$ cat config.mk
export PLATFORM = sky130hd
export DESIGN_NAME = uart_tx_frame
export DESIGN_NICKNAME = d
export VERILOG_FILES = /design/src/rtl/uart_tx_pkg.sv /design/src/rtl/uart_tx_tick_cnt.sv /design/src/rtl/uart_tx_frame.sv
export SDC_FILE = /design/constraint.sdc
export NUM_CORES = 1
export LEC_CHECK = 0
export ABC_AREA = 1
export BUFFER_PORTS_ARGS = -buffer_cell sky130_fd_sc_hd__buf_4
export CORE_MARGIN = 2
export CORE_UTILIZATION = 59
export CTS_BUF_LIST = sky130_fd_sc_hd__clkbuf_8
export CTS_CLUSTER_DIAMETER = 60
export CTS_CLUSTER_SIZE = 16
export DETAILED_ROUTE_END_ITERATION = 12
export PLACE_DENSITY = 0.79
export SLEW_MARGIN = 20
export SYNTH_ARGS = -nofsm -noshare
export SYNTH_HDL_FRONTEND = slang
export SYNTH_SLANG_ARGS = --single-unit
$ cat constraint.sdc
create_clock -name clk -period 1.6 [get_ports clk]
set_input_delay 0.24 -clock clk [delete_from_list [all_inputs] [get_ports clk]]
set_output_delay 0.24 -clock clk [all_outputs]
set_load 0.02 [all_outputs]
$ cat src/rtl/uart_tx_pkg.sv
// uart_tx_pkg: shared states, line levels and default sizing for the UART transmit framing engine
package uart_tx_pkg;
   typedef enum logic [2:0] {IDLE, START, DATA, PARITY, STOP} tx_state_t;
   localparam logic TX_IDLE_LEVEL  = 1'b1;
   localparam logic TX_START_LEVEL = 1'b0;
   localparam int DEF_OVERSAMPLE = 16;
   localparam int DEF_DATA_BITS  = 8;
endpackage

$ cat src/rtl/uart_tx_tick_cnt.sv
// uart_tx_tick_cnt: counts oversampling ticks within one bit and flags the bit's terminal tick
module uart_tx_tick_cnt
   import uart_tx_pkg::*;
#(
   parameter int OVERSAMPLE = DEF_OVERSAMPLE
) (
   input  logic clk,
   input  logic reset,
   input  logic i_clr,
   input  logic i_en,
   output logic o_bit_done
);
   localparam int W = $clog2(OVERSAMPLE);
   localparam logic [W-1:0] LAST = W'(OVERSAMPLE - 1);
   logic [W-1:0] r_cnt;
   // OVERSAMPLE is a power of two, so the natural wrap returns the count to 0 after the terminal tick
   always_ff @(posedge clk) begin
      r_cnt <= (reset || i_clr) ? '0 : i_en ? r_cnt + 1'b1 : r_cnt;
   end
   assign o_bit_done = i_en && (r_cnt == LAST);
endmodule

$ cat src/rtl/uart_tx_frame.sv
// uart_tx_frame: UART transmit framing (start, LSB-first data, optional parity, stop).
// Define UART_TX_PARITY_EN to insert a parity bit (PARITY_ODD selects odd parity).
module uart_tx_frame
   import uart_tx_pkg::*;
#(
   parameter int DATA_BITS  = DEF_DATA_BITS,
   parameter int OVERSAMPLE = DEF_OVERSAMPLE,
   parameter int PARITY_ODD = 0
) (
   input  logic                 clk,
   input  logic                 reset,
   input  logic                 Tx_EN,
   input  logic                 Tx_WR,
   input  logic [DATA_BITS-1:0] Tx_DATA,
   input  logic                 Tx_sample_ENABLE,
   output logic                 TxD,
   output logic                 Tx_BUSY
);
   localparam int IW = $clog2(DATA_BITS);
   localparam logic [IW-1:0] LAST_BIT = IW'(DATA_BITS - 1);
   tx_state_t r_state, w_state;
   logic r_txd, w_txd, r_busy, w_busy;
   logic [DATA_BITS-1:0] r_shift, w_shift;
   logic [IW-1:0] r_idx, w_idx;
   logic w_accept, w_bit_done;
`ifdef UART_TX_PARITY_EN
   logic r_par, w_par;
`endif
   if (OVERSAMPLE < 2 || OVERSAMPLE > 16 || (OVERSAMPLE & (OVERSAMPLE - 1)) != 0 ||
       DATA_BITS < 5 || DATA_BITS > 8 || PARITY_ODD < 0 || PARITY_ODD > 1) begin : g_bad_params
      $error("uart_tx_frame: unsupported parameter set");
   end
   uart_tx_tick_cnt #(.OVERSAMPLE(OVERSAMPLE)) u_tick (
      .clk       (clk),
      .reset     (reset),
      .i_clr     (r_state == IDLE),
      .i_en      (Tx_sample_ENABLE),
      .o_bit_done(w_bit_done)
   );
   assign w_accept = Tx_WR && Tx_EN && !r_busy;
   always_comb begin
      w_state = r_state;
      w_txd   = r_txd;
      w_busy  = r_busy;
      w_shift = r_shift;
      w_idx   = r_idx;
`ifdef UART_TX_PARITY_EN
      w_par   = r_par;
`endif
      case (r_state)
         IDLE: if (w_accept) begin
            w_state = START;
            w_busy  = 1'b1;
            w_txd   = TX_START_LEVEL;
            w_shift = Tx_DATA;
            w_idx   = '0;
`ifdef UART_TX_PARITY_EN
            w_par   = ^Tx_DATA ^ (PARITY_ODD != 0);
`endif
         end
         START: if (w_bit_done) begin
            w_state = DATA;
            w_txd   = r_shift[0];
            w_shift = r_shift >> 1;
         end
         DATA: if (w_bit_done) begin
            if (r_idx == LAST_BIT) begin
`ifdef UART_TX_PARITY_EN
               w_state = PARITY;
               w_txd   = r_par;
`else
               w_state = STOP;
               w_txd   = TX_IDLE_LEVEL;
`endif
            end else begin
               w_txd   = r_shift[0];
               w_shift = r_shift >> 1;
               w_idx   = r_idx + 1'b1;
            end
         end
`ifdef UART_TX_PARITY_EN
         PARITY: if (w_bit_done) begin
            w_state = STOP;
            w_txd   = TX_IDLE_LEVEL;
         end
`endif
         STOP: if (w_bit_done) begin
            w_state = IDLE;
            w_busy  = 1'b0;
            w_txd   = TX_IDLE_LEVEL;
         end
         default: w_state = IDLE;
      endcase
   end
   always_ff @(posedge clk) begin
      if (reset) begin
         r_state <= IDLE;
         r_txd   <= TX_IDLE_LEVEL;
         r_busy  <= 1'b0;
         r_shift <= '0;
         r_idx   <= '0;
`ifdef UART_TX_PARITY_EN
         r_par   <= 1'b0;
`endif
      end else begin
         r_state <= w_state;
         r_txd   <= w_txd;
         r_busy  <= w_busy;
         r_shift <= w_shift;
         r_idx   <= w_idx;
`ifdef UART_TX_PARITY_EN
         r_par   <= w_par;
`endif
      end
   end
   assign TxD     = r_txd;
   assign Tx_BUSY = r_busy;
endmodule

After elaboration in Yosys (flattened, before gate mapping):

Cells that the tools add are included.

* equal/unequal tests: 11
* add/sub/neg operators: 2
* multiplexer cells: 24
* reductions and logical operators: 15

Operators with widths (number)
* $mux 8: 4
* $mux 3: 8
* $pmux 8 s3: 1
* $reduce_and 5->1: 3
* $pmux 3 s4: 1
* $mux 1: 7
* $eq 3x3->1 const B: 2
* $ne 2x1->1 const B: 3
* $ne 2x2->1 const B: 3
* $pmux 3 s2: 1
* $add 4x1->4 const B: 1
* $eq 4x4->1 const B: 1
* $pmux 1 s4: 1
* $reduce_and 4->1: 1
* $reduce_bool 2->1: 2
* $reduce_bool 4->1: 1
* $add 3x1->3 const B: 1
* $eq 3x1->1 const B: 1
* $eq 3x2->1 const B: 1
* $logic_and 1x1->1: 3
* $logic_not 3->1: 1
* $reduce_and 3->1: 1
* $reduce_bool 3->1: 1
* $pmux 1 s2: 1
* other kinds (2): 2

* register bits after elaboration: 20
* output and inout bits: 2
* logic and storage cells: 58

Depth between registers and ports, before layout:

* word-level depth: 4
* depth in mapped cells: 10

By module:

A second synthesis with hierarchy kept.

* cells, all modules: 186
* area, all modules: 1164.9 um^2

Modules (own cells, without submodules)
* uart_tx_frame: times used 1, area an instance 984.7 um^2, cells each 160
* uart_tx_tick_cnt: times used 1, area an instance 180.2 um^2, cells each 26

Least setup slack after synthesis:

Ideal clock, no wire load.

* kind: reg2reg
* start: register r_idx[0]
* end: register r_shift[7]
* period minus slack after synthesis: 1386 ps
* arrival time: 1272 ps
* stages on the path, launching flop included: 8
* data required time: 1486 ps
* library setup time: 114 ps
* setup slack: 214 ps
* cell sequence: dfxtp_1 > ha_1 > ha_1 > o21bai_4 > nand3_4 > buf_6 > a21oi_1 > nor2_1

* cells in the longest elaborated chain, start to end: 3

RTL lines
* from (decl): line uart_tx_frame.sv:24 `logic [IW-1:0] r_idx, w_idx;`
* from (signal assigned): line uart_tx_frame.sv:110 `r_idx <= w_idx;`
* $eq 3x3->1: line uart_tx_frame.sv:67 `if (r_idx == LAST_BIT) begin`
* $ne 2x2->1 (no source line)
* $reduce_and 5->1 (no source line)
* to (signal assigned): line uart_tx_frame.sv:109 `r_shift <= w_shift;`
* to (decl): line uart_tx_frame.sv:23 `logic [DATA_BITS-1:0] r_shift, w_shift;`

No other way between the ends.
A chain may end at the register's enable or synchronous reset.

Final worst setup path:

Ends and elaborated chain as after synthesis.

==> results.yml <==
global_routing:
  gr-usage-met1_pct: 26.4
  grt_pass1_wl_mm: 3.61
  grt_busiest_layer: "met2"
  grtUsageMet2_pct: 40.5
  met3_usage_pct: 6.79
  grt_overflow: 0
  number_of_antenna_violations_at_the_first_check_in_global_routing: 0
  largest_net_degree_at_the_start_of_global_routing: 18
  gr-usage-all-layers_pct: 23.1
  vias_in_the_first_global_route: 918
final_layout:
  final_common_cell: "sky130_fd_sc_hd__nand2_1"
  layout.nets: 204
  drive_above_1_share_pct: 18.8
  mostFrequentLayoutCells: "sky130_fd_sc_hd__nand2_1 (47), sky130_fd_sc_hd__nor2_1 (37), sky130_fd_sc_hd__dfxtp_1 (20)"
  area_delta_synth_final_pct: 16.3
  insertedDiodeCount: 0
  design_area_um2: 1320
sta:
  fmaxAchievable_mhz: 674
  timing.slew.headroom_pct: 83.9
  setup_slack_ns: 0.117
  clock_skew_ns: 0.00839
  final-hold-violation-count: 0
  slew_viol_final: 0
  setup_viol: 0
  setup_tns_ns: 0
  final_min_period_over_clock_period_pct: 92.7
  period_needed_ns: 1.48
  unrepaired_setup_endpoints_after_global_routing: "no"
  worst-slew-pin-transition_ns: 0.242
setup_path:
  worst-path-buf-inv: 0
  cpMostUsedCell: "sky130_fd_sc_hd__ha_1"
  end_kind: "register"
  path_cells: "ha_1, ha_1, o21bai_4, nand3_4, a21oi_1, nor2_1"
  crit_path_start_kind: "register"
  slowest_delay_ns: 0.33
  crit_slowest_cell: "sky130_fd_sc_hd__dfxtp_1"
  critPathArrivalTime_ns: 1.64
  critPathRequiredTime_ns: 1.76
  worst-setup-path-type: "reg -> reg"
  timing.critical_path.max_delay_family: "adder cells"
  crit_fanout: 16
route:
  antenna_left: 0
  vias: 1009
  wl_per_cell_um: 10.3
  routed_wire_length_mm: 2.17
  drt_pass1_iterations: 4
  drt_drc_violations_left: 0
  via_per_inst: 4.78
  detailedRoute.firstIterationViolations: 22
synth:
  post-synth-top-area-cell: "sky130_fd_sc_hd__dfxtp_1"
  ys_seq_area_share_pct: 35.2
  ys_seq_elements: 20
  synthesis.yosys.warnings: 0
  netlist_top_cells_area: "sky130_fd_sc_hd__dfxtp_1 (35%), sky130_fd_sc_hd__nand2_1 (15%), sky130_fd_sc_hd__nor2_1 (12%)"
  synth.net_count: 187
  syn_avg_cell_area_um2: 6.70
  synth.cell_area_um2: 1140
  synth_cells: 170
  synth_top_area_share_pct: 35.2
  synth.distinct_cells: 26
clock_tree:
  cts_buffer_depth: 2
  clock_transition_time_at_the_flip_flop_clock_pins_of_the_worst_setup_and_hold_paths_ns: 0.08
  clock_latency_ns: 0.26
  h-tree-depth: 1
  cts_sinks: 20
  cts.root.buffer_cell: "sky130_fd_sc_hd__clkbuf_8"
  cts_repair_resize_count: 0
  cts_hold_repair.buffers: 0
  post-cts-setup-buffer-count: 0
  cts_made_buffers: 3
  cts_tree: "built"
power:
  p_leak_nw: 0.678
  power_density_nw_per_um2: 1640
  max-vdd-ir-drop_mv: 0.971
min_path:
  worst_hold_path_type: "in -> reg"
floorplan:
  die_width_um: 47.9
  num_io_pins: 15
  die_area_um2: 2300
  initial_core_util_pct: 64.5
  die_height_um: 47.9
  core_um2: 1760
  placementRows: 15
place:
  pre_cts_ws_ns: 0.131
  place_area_um2: 1250
  port_buffers: 14
  hpwlAfterDp_mm: 1.61
  gp_routability_congestion: 0.861
run:
  cap_violations: 0
outcome:
  status: "complete, no violations"
## synthesized netlist by cell type (all sizes together)
cell type,n
nor2,39
dfxtp,20
inv,21
o21bai,1
a31oi,1
buf,3
o21ai,9
a21oi,5
or2,1
nand4,2
xor2,1
ha,4
nor3,1
nand3,6
nor3b,1
mux2i,1
nand2,54
## routing by layer
layer | part of all wire (%) | wire length, µm
met1 | 47 | 1010
met2 | 48 | 1040
met3 | 4.2 | 90
met4 | 1.3 | 29
met5 | 0 | 0
## report_power, final
part           total [W]  switching [W]  leakage (nW)  internal (W)
clock network   0.000509       0.000174        0.0357      0.000334
registers       0.000680      0.0000598         0.164      0.000620
logic           0.000983       0.000632         0.478      0.000351
## path summary, 6_finish.rpt
path	from	to	slack, ns	cells after the start
worst max-delay path	r_idx[0]$_SDFFE_PP0P_	r_shift[7]$_SDFFE_PP0P_	0.12	6
worst min-delay path	reset	Tx_BUSY$_SDFFE_PP0P_	0.15	2
worst max register to register	r_idx[0]$_SDFFE_PP0P_	r_shift[7]$_SDFFE_PP0P_	0.12	6
worst min register to register	TxD$_SDFFE_PP1P_	TxD$_SDFFE_PP1P_	0.49	2
## flip-flops by register name, indices dropped and copies added (netlist names)
name / count
r_state: 3
TxD: 1
Tx_BUSY: 1
u_tick.r_cnt: 4
r_shift: 8
r_idx: 3
## logic make-up after synthesis
group / Yosys count / share of synthesized area [%]
multiplexers: 1 / 0.879
adder cells (fa/ha/maj): 4 / 4.40
flip-flops: 20 / 35.2
AND/OR/NAND/NOR: 104 / 40.9
XOR/XNOR: 1 / 0.769
AO/OA/AOI/OAI: 16 / 8.35
buffers and inverters: 24 / 9.56
## through the flow
step | instances | util, % | total power, W | hold WS (ns)
floorplan | 170 | - | 0.00153 | 0.309
global placement | 207 | 71.0 | 0.00163 | 0.425
detailed placement | 207 | 71.0 | 0.00167 | 0.430
CTS | 211 | 75.0 | 0.00218 | 0.154
global route | 211 | 75.0 | 0.00235 | 0.162
finish | 211 | 75.0 | 0.00217 | 0.155
## final cells by class
class	count	area (µm²)
Clock buffer	3	41.3
Clock inverter	1	30.0
Fill cell	150	440
Inverter	21	78.8
Multi-Input combinational cell	126	629
Sequential cell	20	400
Tap cell	25	31.3
Timing Repair Buffer	15	113
Power figures use the tool's default switching activity.
